## src/rtl/mem_access_unit.sv

```systemverilog
// rtl/mem_access_unit.sv - MEM-stage load/store unit driving an SRAM-like data bus
module mem_access_unit (
  input  logic        clk,
  input  logic        rst,
  input  logic        memtoregM,
  input  logic        memwriteM,
  input  logic        memsignextM,
  input  logic [1:0]  membyteM,
  input  logic [31:0] aluoutM,
  input  logic [31:0] writedataM,
  input  logic        flushM,
  input  logic        holdM,
  output logic        data_req,
  output logic        data_wr,
  output logic [1:0]  data_size,
  output logic [3:0]  data_wstrb,
  output logic [31:0] data_addr,
  output logic [31:0] data_wdata,
  input  logic        data_addr_ok,
  input  logic        data_data_ok,
  input  logic [31:0] data_rdata,
  output logic [31:0] readdataM,
  output logic        stallmemM,
  output logic        adelM,
  output logic        adesM
);

  typedef enum logic [1:0] {
    S_IDLE    = 2'd0,
    S_WAIT    = 2'd1,
    S_DONE    = 2'd2,
    S_DISCARD = 2'd3
  } state_t;

  state_t      r_state;
  state_t      w_next;
  logic [1:0]  r_off;
  logic [1:0]  r_size;
  logic        r_sext;
  logic [31:0] r_rdata;

  logic        w_is_byte;
  logic        w_is_half;
  logic        w_is_word;
  logic        w_misaligned;
  logic        w_mem_op;
  logic        w_acc;
  logic [1:0]  w_size;
  logic [3:0]  w_wstrb;
  logic [31:0] w_wdata;
  logic        w_req;
  logic        w_stall;
  logic [31:0] w_load;
  logic [7:0]  w_byte;
  logic [15:0] w_half;

  // Decode access size and alignment; membyteM=11 behaves as a word access
  always_comb begin
    w_is_byte    = (membyteM == 2'b10);
    w_is_half    = (membyteM == 2'b01);
    w_is_word    = ~w_is_byte & ~w_is_half;
    w_misaligned = (w_is_half & aluoutM[0]) | (w_is_word & (aluoutM[1:0] != 2'b00));
    w_mem_op     = memtoregM | memwriteM;
    w_acc        = w_mem_op & ~w_misaligned & ~flushM;
  end

  assign adelM = memtoregM & w_misaligned;
  assign adesM = memwriteM & w_misaligned;

  // Store encoding: size, byte strobes and lane-replicated write data
  always_comb begin
    w_size  = 2'd2;
    w_wstrb = 4'b1111;
    w_wdata = writedataM;
    if (w_is_byte) begin
      w_size  = 2'd0;
      w_wstrb = 4'b0001 << aluoutM[1:0];
      w_wdata = {4{writedataM[7:0]}};
    end else if (w_is_half) begin
      w_size  = 2'd1;
      w_wstrb = aluoutM[1] ? 4'b1100 : 4'b0011;
      w_wdata = {2{writedataM[15:0]}};
    end
    if (!memwriteM) begin
      w_wstrb = 4'b0000;
    end
  end

  // State register
  always_ff @(posedge clk or negedge rst) begin
    if (!rst) begin
      r_state <= S_IDLE;
    end else begin
      r_state <= w_next;
    end
  end

  // Next-state logic; a held instruction in DONE never re-enters IDLE until the pipeline moves
  always_comb begin
    w_next = r_state;
    case (r_state)
      S_IDLE: begin
        if (w_acc && data_addr_ok) w_next = S_WAIT;
      end
      S_WAIT: begin
        if (data_data_ok && flushM) w_next = S_IDLE;
        else if (data_data_ok)      w_next = S_DONE;
        else if (flushM)            w_next = S_DISCARD;
      end
      S_DONE: begin
        if (!holdM || flushM) w_next = S_IDLE;
      end
      S_DISCARD: begin
        if (data_data_ok) w_next = S_IDLE;
      end
      default: w_next = S_IDLE;
    endcase
  end

  // Per-state request and stall; DISCARD stalls a new access until the orphan response drains
  always_comb begin
    w_req   = 1'b0;
    w_stall = 1'b0;
    case (r_state)
      S_IDLE: begin
        w_req   = w_acc;
        w_stall = w_acc;
      end
      S_WAIT: begin
        w_stall = 1'b1;
      end
      S_DONE: begin
        w_stall = 1'b0;
      end
      S_DISCARD: begin
        w_stall = w_mem_op & ~w_misaligned;
      end
      default: begin
        w_req   = 1'b0;
        w_stall = 1'b0;
      end
    endcase
  end

  // Bus outputs are forced low while reset is asserted
  always_comb begin
    data_req   = rst & w_req;
    data_wr    = rst & memwriteM;
    data_size  = rst ? w_size : 2'd0;
    data_wstrb = rst ? w_wstrb : 4'd0;
    data_addr  = rst ? aluoutM : 32'd0;
    data_wdata = rst ? w_wdata : 32'd0;
    stallmemM  = rst & w_stall;
  end

  // Load alignment and extension using the offset/size latched at acceptance
  always_comb begin
    case (r_off)
      2'd0:    w_byte = data_rdata[7:0];
      2'd1:    w_byte = data_rdata[15:8];
      2'd2:    w_byte = data_rdata[23:16];
      default: w_byte = data_rdata[31:24];
    endcase
    w_half = r_off[1] ? data_rdata[31:16] : data_rdata[15:0];
    case (r_size)
      2'd0:    w_load = {{24{r_sext & w_byte[7]}}, w_byte};
      2'd1:    w_load = {{16{r_sext & w_half[15]}}, w_half};
      default: w_load = data_rdata;
    endcase
  end

  // Latch request attributes on acceptance and the load result on a non-flushed response
  always_ff @(posedge clk or negedge rst) begin
    if (!rst) begin
      r_off   <= 2'd0;
      r_size  <= 2'd0;
      r_sext  <= 1'b0;
      r_rdata <= 32'd0;
    end else begin
      if (r_state == S_IDLE && w_acc && data_addr_ok) begin
        r_off  <= aluoutM[1:0];
        r_size <= w_size;
        r_sext <= memsignextM;
      end
      if (r_state == S_WAIT && data_data_ok && !flushM) begin
        r_rdata <= w_load;
      end
    end
  end

  assign readdataM = r_rdata;

endmodule
```

## config.mk

```make
export PLATFORM = sky130hd
export DESIGN_NAME = mem_access_unit
export DESIGN_NICKNAME = d
export VERILOG_FILES = /design/src/rtl/mem_access_unit.sv
export SDC_FILE = /design/constraint.sdc
export NUM_CORES = 1
export LEC_CHECK = 0
export BUFFER_PORTS_ARGS = -buffer_cell sky130_fd_sc_hd__buf_2
export CAP_MARGIN = 20
export CORE_MARGIN = 5
export CORE_UTILIZATION = 42
export DETAILED_ROUTE_END_ITERATION = 16
export PLACE_DENSITY = 0.92
export SETUP_SLACK_MARGIN = 0.2
export SYNTH_ARGS = -nofsm -noshare
export SYNTH_HDL_FRONTEND = slang
export SYNTH_SLANG_ARGS = --single-unit
```

## constraint.sdc

```tcl
create_clock -name clk -period 2 [get_ports clk]
set_input_delay 0.5 -clock clk [delete_from_list [all_inputs] [get_ports clk]]
set_output_delay 0.5 -clock clk [all_outputs]
set_load 0.005 [all_outputs]
```

==> results of run 1 <==
[per-layer routing]
layer / wire [um] / global-route usage, % / up-vias
li1: - / - / 1789
met4: 639 / 15.0 / 0
met2: 6630 / 48.5 / 269
met3: 1440 / 7.34 / 48
met1: 4340 / 28.5 / 1822
met5: 0 / 0 / -
[final timing paths]
check,from,endpoint,cells past startpoint
worst min register to register,readdataM[5],readdataM[5],2
min in group clk,memsignextM,r_sext,2
worst max register to register,r_off[1],readdataM[26],5
worst max-delay path,membyteM[1],data_wdata[29],8
max in group asynchronous,rst,readdataM[31],2
worst min-delay path,rst,readdataM[11],2
[critical path: stages]
cell and delay, ps:
buf_8 100, inv_4 60, ha_4 190, buf_12 130
mux2i_2 230, o21ai_1 120, and2_1 150, buf_2 120
[power by group]
| part | switching [mW] | internal (mW) |
|---|---|---|
| registers | 0.268 | 1.15 |
| logic | 0.983 | 0.962 |
| clock network | 0.286 | 0.499 |
| total | 1.54 | 2.61 |
[through the flow]
step / util (%) / cells / total power [mW] / cell area [um^2] / TNS [ps]
after floorplan: - / 372 / 2.38 / 3120 / 0
after global placement: 61.7 / 678 / 3.17 / 4400 / -448
after detailed placement: 61.7 / 678 / 3.26 / 4400 / -1650
after CTS: 67.2 / 694 / 4.12 / 4800 / -18.5
after global routing: 68.4 / 697 / 4.42 / 4880 / -1060
final: 68.4 / 697 / 4.14 / 4880 / -248
[timing repair]
| item | in CTS | in global routing |
|---|---|---|
| buffers inserted | 6 | 1 |
| pin swaps | 32 | 14 |
| cloned | 2 | 0 |
| endpoints found under the setup margin | 33 | 33 |
| resized for setup | 49 | 17 |
[state kept, by name, indices dropped and copies added (netlist names)]
signal and cells:
r_sext 1, r_off 2, r_size 2, r_state 2
readdataM 32
[cell usage in the layout (no fill, tap or decap), types with 3 or more instances in the layout]
master    netlist  final
dfrtp_1        39     39
a21boi_2        0      7
o31ai_1         4      4
a221oi_1        7      7
buf_2           6    209
a21oi_1        33     29
buf_4           1     20
ha_4            0      3
nand2b_1       11      3
and2_1         52     50
a21boi_1        0     10
nor2b_1        10     10
buf_12          0      8
buf_6           1      6
nand2_1        29     21
nand2_2         0      7
clkbuf_8        0      5
o21ai_0        37     25
nand2b_4        0      8
a32oi_1         3      3
mux2_2          9      9
o22ai_1         7      7
a311oi_1        4      4
nor2_1         13     12
a21o_1         10     10
o211ai_1       16     16
a21oi_2         0      4
a31oi_1         4      4
o21ai_1         0     10
inv_1           8      6
mux2i_1         9      7
[final cells by class]
cell class,count,area (um^2)
Sequential cell,39,976
Clock buffer,6,72.6
Tap cell,99,124
Fill cell,581,2250
Clock inverter,2,60.1
Timing Repair Buffer,247,1510
Antenna cell,2,5.00
Inverter,9,38.8
Multi-Input combinational cell,293,2100
[logic make-up (layout without fill, tap and decap cells)]
group / Yosys count / count (layout) / share of synthesized area [%]
buffers and inverters: 40 / 264 / 5.56
DFF: 39 / 39 / 32.1
and+or+nand+nor: 126 / 126 / 23.8
AOI/OAI and AO/OA: 145 / 145 / 30.3
adders and majority gates: 3 / 3 / 1.24
other: 0 / 2 / 0
muxes: 19 / 19 / 7.04
==> impl_metrics.csv, run 1 <==
group,metric,value,unit
logic_synthesis,synthCells,372,
grt,grt_max_degree,35,
timing,period_needed,2110,ps
route,wl_per_cell,18.7,um
critical_path,crit_path_start_kind,"input port",
logic_synthesis,synth_top_flop_cell,"dfrtp_1",
route,vias_per_cell,5.64,
route,drt_wl_total,13.1,mm
critical_path,path_max_fanout,5,
timing,worst_slew_pin_slew,367,ps
die,die_h,95.1,um
timing,slew_viol_final,0,
clock_network,worstSkewPairLatency,300,ps
logic_synthesis,yosys.area.top_type_share,32.1,%
logic_synthesis,ys_top_cells_by_count,"and2_1 (52), dfrtp_1 (39), o21ai_0 (37)",
run,max_cap_violations,0,
timing,post-route-period-util,105,%
logic_synthesis,synth_cell_types,40,
grt,grt_antenna_before_repair,2,
placed_design,port_buffers,213,
clock_network,cts_buffers,5,
status,status,"finished, violations left",
logic_synthesis,synth.most_common_cell,"and2_1",
power_and_ir_drop,leakagePower,2.43,nW
clock_network,cts.path.max_buffers,2,
timing,relSlewSlack,75.5,%
clock_network,clockRootBuffer,"clkbuf_8",
worst_hold_path,hold_class,"in -> async",
critical_path,worst-setup-path-type,"in -> out",
timing,rsz0062_at_grt,"true",
route,ant_nets,0,
route,num_vias,3928,
clock_network,cts_tree,"done",
grt,grt_pass1_wl,19.0,mm
logic_synthesis,yosys_warnings,0,
die,rows,31,
grt,overflow,0,
route,drt-initial-drc-count,197,
power_and_ir_drop,irDropWorstVdd,0.417,mV
logic_synthesis,netlist_top_cells_area,"dfrtp_1 (32%), and2_1 (11%), o21ai_0 (6.1%), a21oi_1 (5.4%), a21boi_0 (4.2%)",
timing,fin_ws,-109,ps
layout,syn2layout_area_growth,60.7,%
critical_path,rrSetupSlack,270,ps
die,initial_core_util,42.6,%
route,drcViolationCount,0,
clock_network,cts_hold_buf,0,
status,violations,"setup timing",
critical_path,endpoint_kind,"output pin",
power_and_ir_drop,power_density,848,nW/um^2
timing,hold_viol_final,0,
placed_design,pre_cts_ws,-167,ps
clock_network,cts-htree-levels,2,
timing,setup_viol,10,
grt,grt_pass1_vias,3870,
logic_synthesis,synthArstFlopShare,100,%
logic_synthesis,synth_area_per_cell,8.17,um^2
layout,drive_gt1_share,51.7,%
die,coreArea,7140,um^2
die,ios,214,
die,die_w,95.1,um
die,die_area,9040,um^2
timing,hold_slack,261,ps
logic_synthesis,synth_seq_area_share,32.1,%
critical_path,required,1500,ps
timing,clock.fmax,474,MHz
logic_synthesis,syn_nets,482,
logic_synthesis,yosys.area.top_type,"dfrtp_1",
placed_design,dpl.hpwl,9.69,mm
logic_synthesis,syn-cell-area,3040,um^2
layout,final_nets,705,
logic_synthesis,synth_edf_count,0,
timing,fin_skew,10.9,ps
clock_network,path_clk_slew,80,ps
clock_network,clock_sinks,39,
critical_path,arrival,1610,ps
grt,grtUsageTotal,27.1,%
logic_synthesis,synth-seq-cells,39,
placed_design,gp_congestion,0.898,
route,firstDrtPassIters,5,
(Power assumes the default switching activity.)
==> inputs of run 2 (changes only) <==
BUFFER_PORTS_ARGS = -buffer_cell sky130_fd_sc_hd__buf_4   (was -buffer_cell sky130_fd_sc_hd__buf_2)
==> run 2 against run 1 <==
The run still ends with setup timing left. Critical path depth is the same. First-iteration DRC count shrank 16%. Clock power shrank 0.8%. Sequential power grew 3%. Count of clock-buffer cells in the layout is the same. Hold slack lost 210 ps. Sequential share of layout area shrank 1.9 points. Cell area grew 11%. Combinational power grew 15%. Global-route usage grew 1.3 points. Setup slack gained 26 ps. Critical path type unchanged.
==> impl_metrics.csv, run 2 (same netlist as run 1, synthesis figures left out) <==
group,metric,value,unit
die,die_h,95.1,um
layout,fin_cells,698,
power_and_ir_drop,clkPwrFrac,17.4,%
critical_path,rr_worst_depth,5,
status,status,"finished, violations left",
power_and_ir_drop,p_switching,1.60,mW
timing,slew_viol_final,0,
power_and_ir_drop,p_seq_share,32.4,%
die,rows,31,
clock_network,cts.path.max_buffers,2,
route,ant_nets,0,
timing,relSlewSlack,73.0,%
power_and_ir_drop,p_sw_share,35.6,%
clock_network,cts-htree-levels,2,
power_and_ir_drop,leakagePower,2.59,nW
grt,grt_util_met2,51.0,%
placed_design,placed_cells,679,
power_and_ir_drop,p_comb_share,50.2,%
clock_network,path_clk_slew,70,ps
critical_path,startpoint,"membyteM[1]",
critical_path,path_max_fanout,6,
critical_path,rrSetupSlack,340,ps
critical_path,required,1500,ps
route,wl_per_cell,20.4,um
route,drt-initial-drc-count,165,
power_and_ir_drop,power_density,826,nW/um^2
layout,nFillCells,525,
timing,fin_ws,-83.2,ps
grt,grt_pass1_wl,20.0,mm
grt,grt_antenna_before_repair,1,
critical_path,critPathSlowestCell,"o21ai_0",
timing,rsz0062_at_grt,"true",
layout,final_nets,707,
power_and_ir_drop,design_power_total,4.48,mW
clock_network,clockRootBuffer,"clkbuf_8",
clock_network,clock_sinks,39,
grt,top_usage_layer,"met2",
critical_path,cp-endpoint,"data_wdata[22]",
clock_network,worstSkewPairLatency,300,ps
die,coreArea,7140,um^2
placed_design,gp_congestion,0.917,
route,firstDrtPassIters,4,
placed_design,dpl.hpwl,10.1,mm
critical_path,slowest_delay,250,ps
placed_design,pre_cts_ws,-160,ps
timing,period_needed,2080,ps
power_and_ir_drop,irDropWorstVdd,0.387,mV
grt,grt_max_degree,43,
status,violations,"setup timing",
critical_path,worst-setup-path-type,"in -> out",
timing,hold_viol_final,0,
critical_path,endpoint_kind,"output pin",
critical_path,crit_path_start_kind,"input port",
die,initial_core_util,42.6,%
timing,setup_viol,13,
layout,final_cell_mix,"buf_4 (225), and2_1 (50), dfrtp_1 (37), a21oi_1 (29), o21ai_0 (26)",
route,drt_wl_total,14.2,mm
critical_path,r2r_start,"r_off[1]",
route,vias_per_cell,5.78,
critical_path,cp_common_cell,"buf_4",
grt,overflow,0,
timing,fin_skew,7.24,ps
clock_network,cts_tree,"done",
run,max_cap_violations,0,
die,die_area,9040,um^2
layout,syn2layout_area_growth,78.3,%
critical_path,crit_path_cell_trace,"buf_8 > inv_4 > ha_4 > buf_6 > buf_4 > o21ai_0 > a21boi_1 > buf_4",
die,die_w,95.1,um
timing,post-route-period-util,104,%
clock_network,cts_buffers,5,
grt,use_met3,8.45,%
route,num_vias,4033,
critical_path,crit_family,"buffers and inverters",
route,drcViolationCount,0,
grt,grtUsageMet1,29.7,%
layout,drive_gt1_share,51.5,%
worst_hold_path,hold_class,"in -> async",
critical_path,arrival,1580,ps
critical_path,timing.critical_path.buf_inv,5,
grt,grtUsageTotal,28.3,%
die,ios,214,
placed_design,port_buffers,213,
grt,grt_pass1_vias,4015,
timing,clock.fmax,480,MHz
critical_path,path_depth,8,
timing,tns,-459,ps
timing,worst_slew_pin_slew,405,ps
clock_network,cts_hold_buf,0,
layout,largest_reg_flops,32,
power_and_ir_drop,intPower,2.88,mW
critical_path,reg2reg_to,"readdataM[20]",
layout,final_common_cell,"buf_4",
run 2: power groups by stage:
stage	clock, mW	combinational (mW)	sequential (mW)
after detailed placement	0	2.12	1.45
after floorplan	0	0.971	1.41
after global routing	0.821	2.43	1.50
final	0.779	2.25	1.45
after CTS	0.788	2.17	1.44
after global placement	0	2.05	1.43
run 2: layout make-up:
cell class	count	area, um^2	share of cell area (%)
flip-flops and latches	39	978	18.1
inverters	9	42.5	0.785
diodes	1	2.50	0.0462
clock inverters	2	60.1	1.11
multi-input cells	293	2080	38.4
clock buffers	6	72.6	1.34
repair buffers	249	2060	38.0
well taps	99	124	2.29
run 2: metal layers:
layer | part of all wire [%] | vias up
li1 | - | 1783
met1 | 33 | 1881
met5 | 0 | -
met4 | 5.5 | 0
met3 | 11 | 58
met2 | 51 | 311
run 2: repair_timing:
item / 4_1_cts / 5_1_grt
gates cloned: 1 / 1
setup buffers: 6 / 2
pin swaps: 26 / 8
endpoints found under the setup margin: 33 / 60
gates resized for setup: 32 / 35
run 2: worst register-to-register path: stages, from the launching register on:
cell     delay, ps
dfrtp_2        410
mux4_2         510
nor2b_4        160
nor3_4         190
buf_12         160
o21ai_0        100
run 2: worst min path at each step:
stage               from       endpoint
floorplan            rst       r_off[0]
global route         rst  readdataM[15]
finish               rst  readdataM[15]
CTS                  rst  readdataM[15]
detailed placement   rst  readdataM[15]
global placement     rst  readdataM[15]
run 2: stage by stage:
step | utilization (%) | hold WS (ps) | cell area [um^2]
after CTS | 73.2 | 87.0 | 5220
after global placement | 69.1 | 401 | 4930
after floorplan | - | 204 | 3120
after detailed placement | 69.1 | 408 | 4930
final | 75.9 | 47.1 | 5420
after global routing | 75.9 | 38.4 | 5420
==> inputs of run 3 (changes only) <==
==> constraint.sdc (replaced) <==
create_clock -name clk -period 2 [get_ports clk]
set_input_delay 0.1 -clock clk [delete_from_list [all_inputs] [get_ports clk]]
set_output_delay 0.1 -clock clk [all_outputs]
set_load 0.005 [all_outputs]
==> run 3 against run 2 <==
The flow now finishes without violations. Register-to-register slack got worse by 50 ps. Sequential share of layout area grew 1.8 points. Global-route usage fell by 2.8 points. Hold slack got worse by 26 ps. Maximum frequency rose by 22%. Non-clock buffer count fell by 17. Total power fell by 5.5%. Critical path depth fell by 4. Cell count shrank 2.6%. Wire length fell by 15%. Core utilization down 6.9 points. Die area did not move. Highest routed layer unchanged.
==> impl_metrics.csv, run 3 (same netlist as run 1, synthesis figures left out) <==
group,metric,value,unit
placed_design,gp_congestion,0.982,
placed_design,dpl.hpwl,9.93,mm
clock_network,clock_sinks,39,
timing,slew_viol_final,0,
die,die_h,95.1,um
worst_hold_path,hp-start,"data_data_ok",
grt,overflow,0,
clock_network,cts.path.max_buffers,2,
route,firstDrtPassIters,5,
route,wl_per_cell,17.9,um
die,ios,214,
grt,grt_pass1_wl,18.1,mm
critical_path,required,2170,ps
route,num_vias,3715,
layout,largest_reg_flops,32,
die,rows,31,
placed_design,port_buffers,213,
layout,final_cell_mix,"buf_4 (228), and2_1 (52), dfrtp_1 (38), o21ai_0 (37), a21oi_1 (33)",
worst_hold_path,hold_class,"in -> reg",
layout,syn2layout_area_growth,62.1,%
timing,post-route-period-util,85.4,%
die,die_area,9040,um^2
layout,seq_area,977,um^2
clock_network,cts_buffers,5,
critical_path,path_max_fanout,25,
timing,hold_viol_final,0,
timing,clock.fmax,586,MHz
power_and_ir_drop,irDropWorstVdd,0.394,mV
layout,nFillCells,604,
grt,grtUsageTotal,25.5,%
layout,final_common_cell,"buf_4",
clock_network,clockRootBuffer,"clkbuf_8",
timing,tns,0,ps
timing,period_needed,1710,ps
die,initial_core_util,42.6,%
critical_path,r2r_start,"r_state[1]",
critical_path,crit_path_start_kind,"register",
clock_network,cts_tree,"done",
layout,final_nets,690,
grt,grt_antenna_before_repair,0,
route,drt-initial-drc-count,256,
timing,fin_skew,9.94,ps
route,drt_wl_total,12.1,mm
clock_network,cts-htree-levels,2,
critical_path,startpoint,"r_state[1]",
timing,worst_slew_pin_slew,438,ps
power_and_ir_drop,leakagePower,2.40,nW
critical_path,endpoint_kind,"register",
route,vias_per_cell,5.46,
layout,antennaDiodeCount,0,
power_and_ir_drop,power_density,859,nW/um^2
layout,fin_cells,680,
layout,drive_gt1_share,44.2,%
clock_network,path_clk_slew,80,ps
timing,relSlewSlack,70.7,%
placed_design,placed_cells,670,
grt,grt_max_degree,57,
route,ant_nets,0,
status,status,"finished clean",
clock_network,worstSkewPairLatency,300,ps
critical_path,arrival,1870,ps
route,drcViolationCount,0,
die,coreArea,7140,um^2
die,die_w,95.1,um
critical_path,worst-setup-path-type,"reg -> reg",
timing,rsz0062_at_grt,"false",
timing,setup_viol,0,
grt,grt_pass1_vias,3734,
layout,multi_input_area,1900,um^2
run,max_cap_violations,0,
## run 3: cell count changes in the layout (fill, tap and decap cells not counted), moves of 6 or more
cell      before  now
o21ai_0       26   37
buf_6         13    1
nand2b_1       4   11
a21boi_0       0   17
nand2b_4       7    0
a21boi_2       7    0
o21ai_1       10    0
nand2_1       23   29
a21boi_1      10    0
## run 3: stage by stage
step / total power, mW / hold slack, ps / cell area (um^2) / util, % / setup WS (ps)
global route: 4.50 / 15.5 / 4930 / 69.0 / 202
floorplan: 2.36 / -196 / 3040 / - / 421
global placement: 3.45 / 66.6 / 4770 / 66.9 / 208
CTS: 4.22 / 17.2 / 4910 / 68.9 / 207
finish: 4.23 / 21.2 / 4930 / 69.0 / 293
detailed placement: 3.54 / 69.8 / 4770 / 66.9 / 78.4
## run 3: path summary, 6_finish.rpt
kind	slack, ps	end	cells after the start
worst min register to register	490	readdataM[3]	2
worst min-delay path	20	r_state[0]	2
worst max-delay path	290	readdataM[14]	4
min in group asynchronous	250	readdataM[8]	2
worst max register to register	290	readdataM[14]	4
max in group asynchronous	1260	readdataM[19]	3
## run 3: area by class of cell
class,count,share of cell area [%]
multi-input cells,293,38.6
repair buffers,232,36.0
flip-flops and latches,39,19.8
well taps,99,2.51
clock buffers,5,1.40
clock inverters,3,0.889
inverters,9,0.762
## run 3: report_power, final
group / internal [mW] / switching (mW) / total (mW)
logic: 1.15 / 0.944 / 2.10
clock network: 0.372 / 0.305 / 0.677
registers: 1.15 / 0.310 / 1.46
total: 2.67 / 1.56 / 4.23
## run 3: critical path: stages, from the launching register on
cell and delay [ps]:
dfrtp_1 410, nand4bb_2 370, buf_4 320, a221oi_1 340, a21oi_1 130
## run 3: repair_timing
item	4_1_cts	5_1_grt
hold buffers	1	0
endpoints found under the hold margin	5	0
endpoints found under the setup margin	16	42
setup buffers	1	0
resized for setup	0	4
pin swaps	1	0
## run 3: routing by layer
metal  track usage [%]  routed length [um]  vias up  share of wire, %
met5                 0                   0        -                 0
met1              27.4                4190     1711                34
met4              9.13                 321        0               2.6
met3              8.60                1430       26                12
li1                  -                   -     1745                 -
met2              46.2                6200      233                51
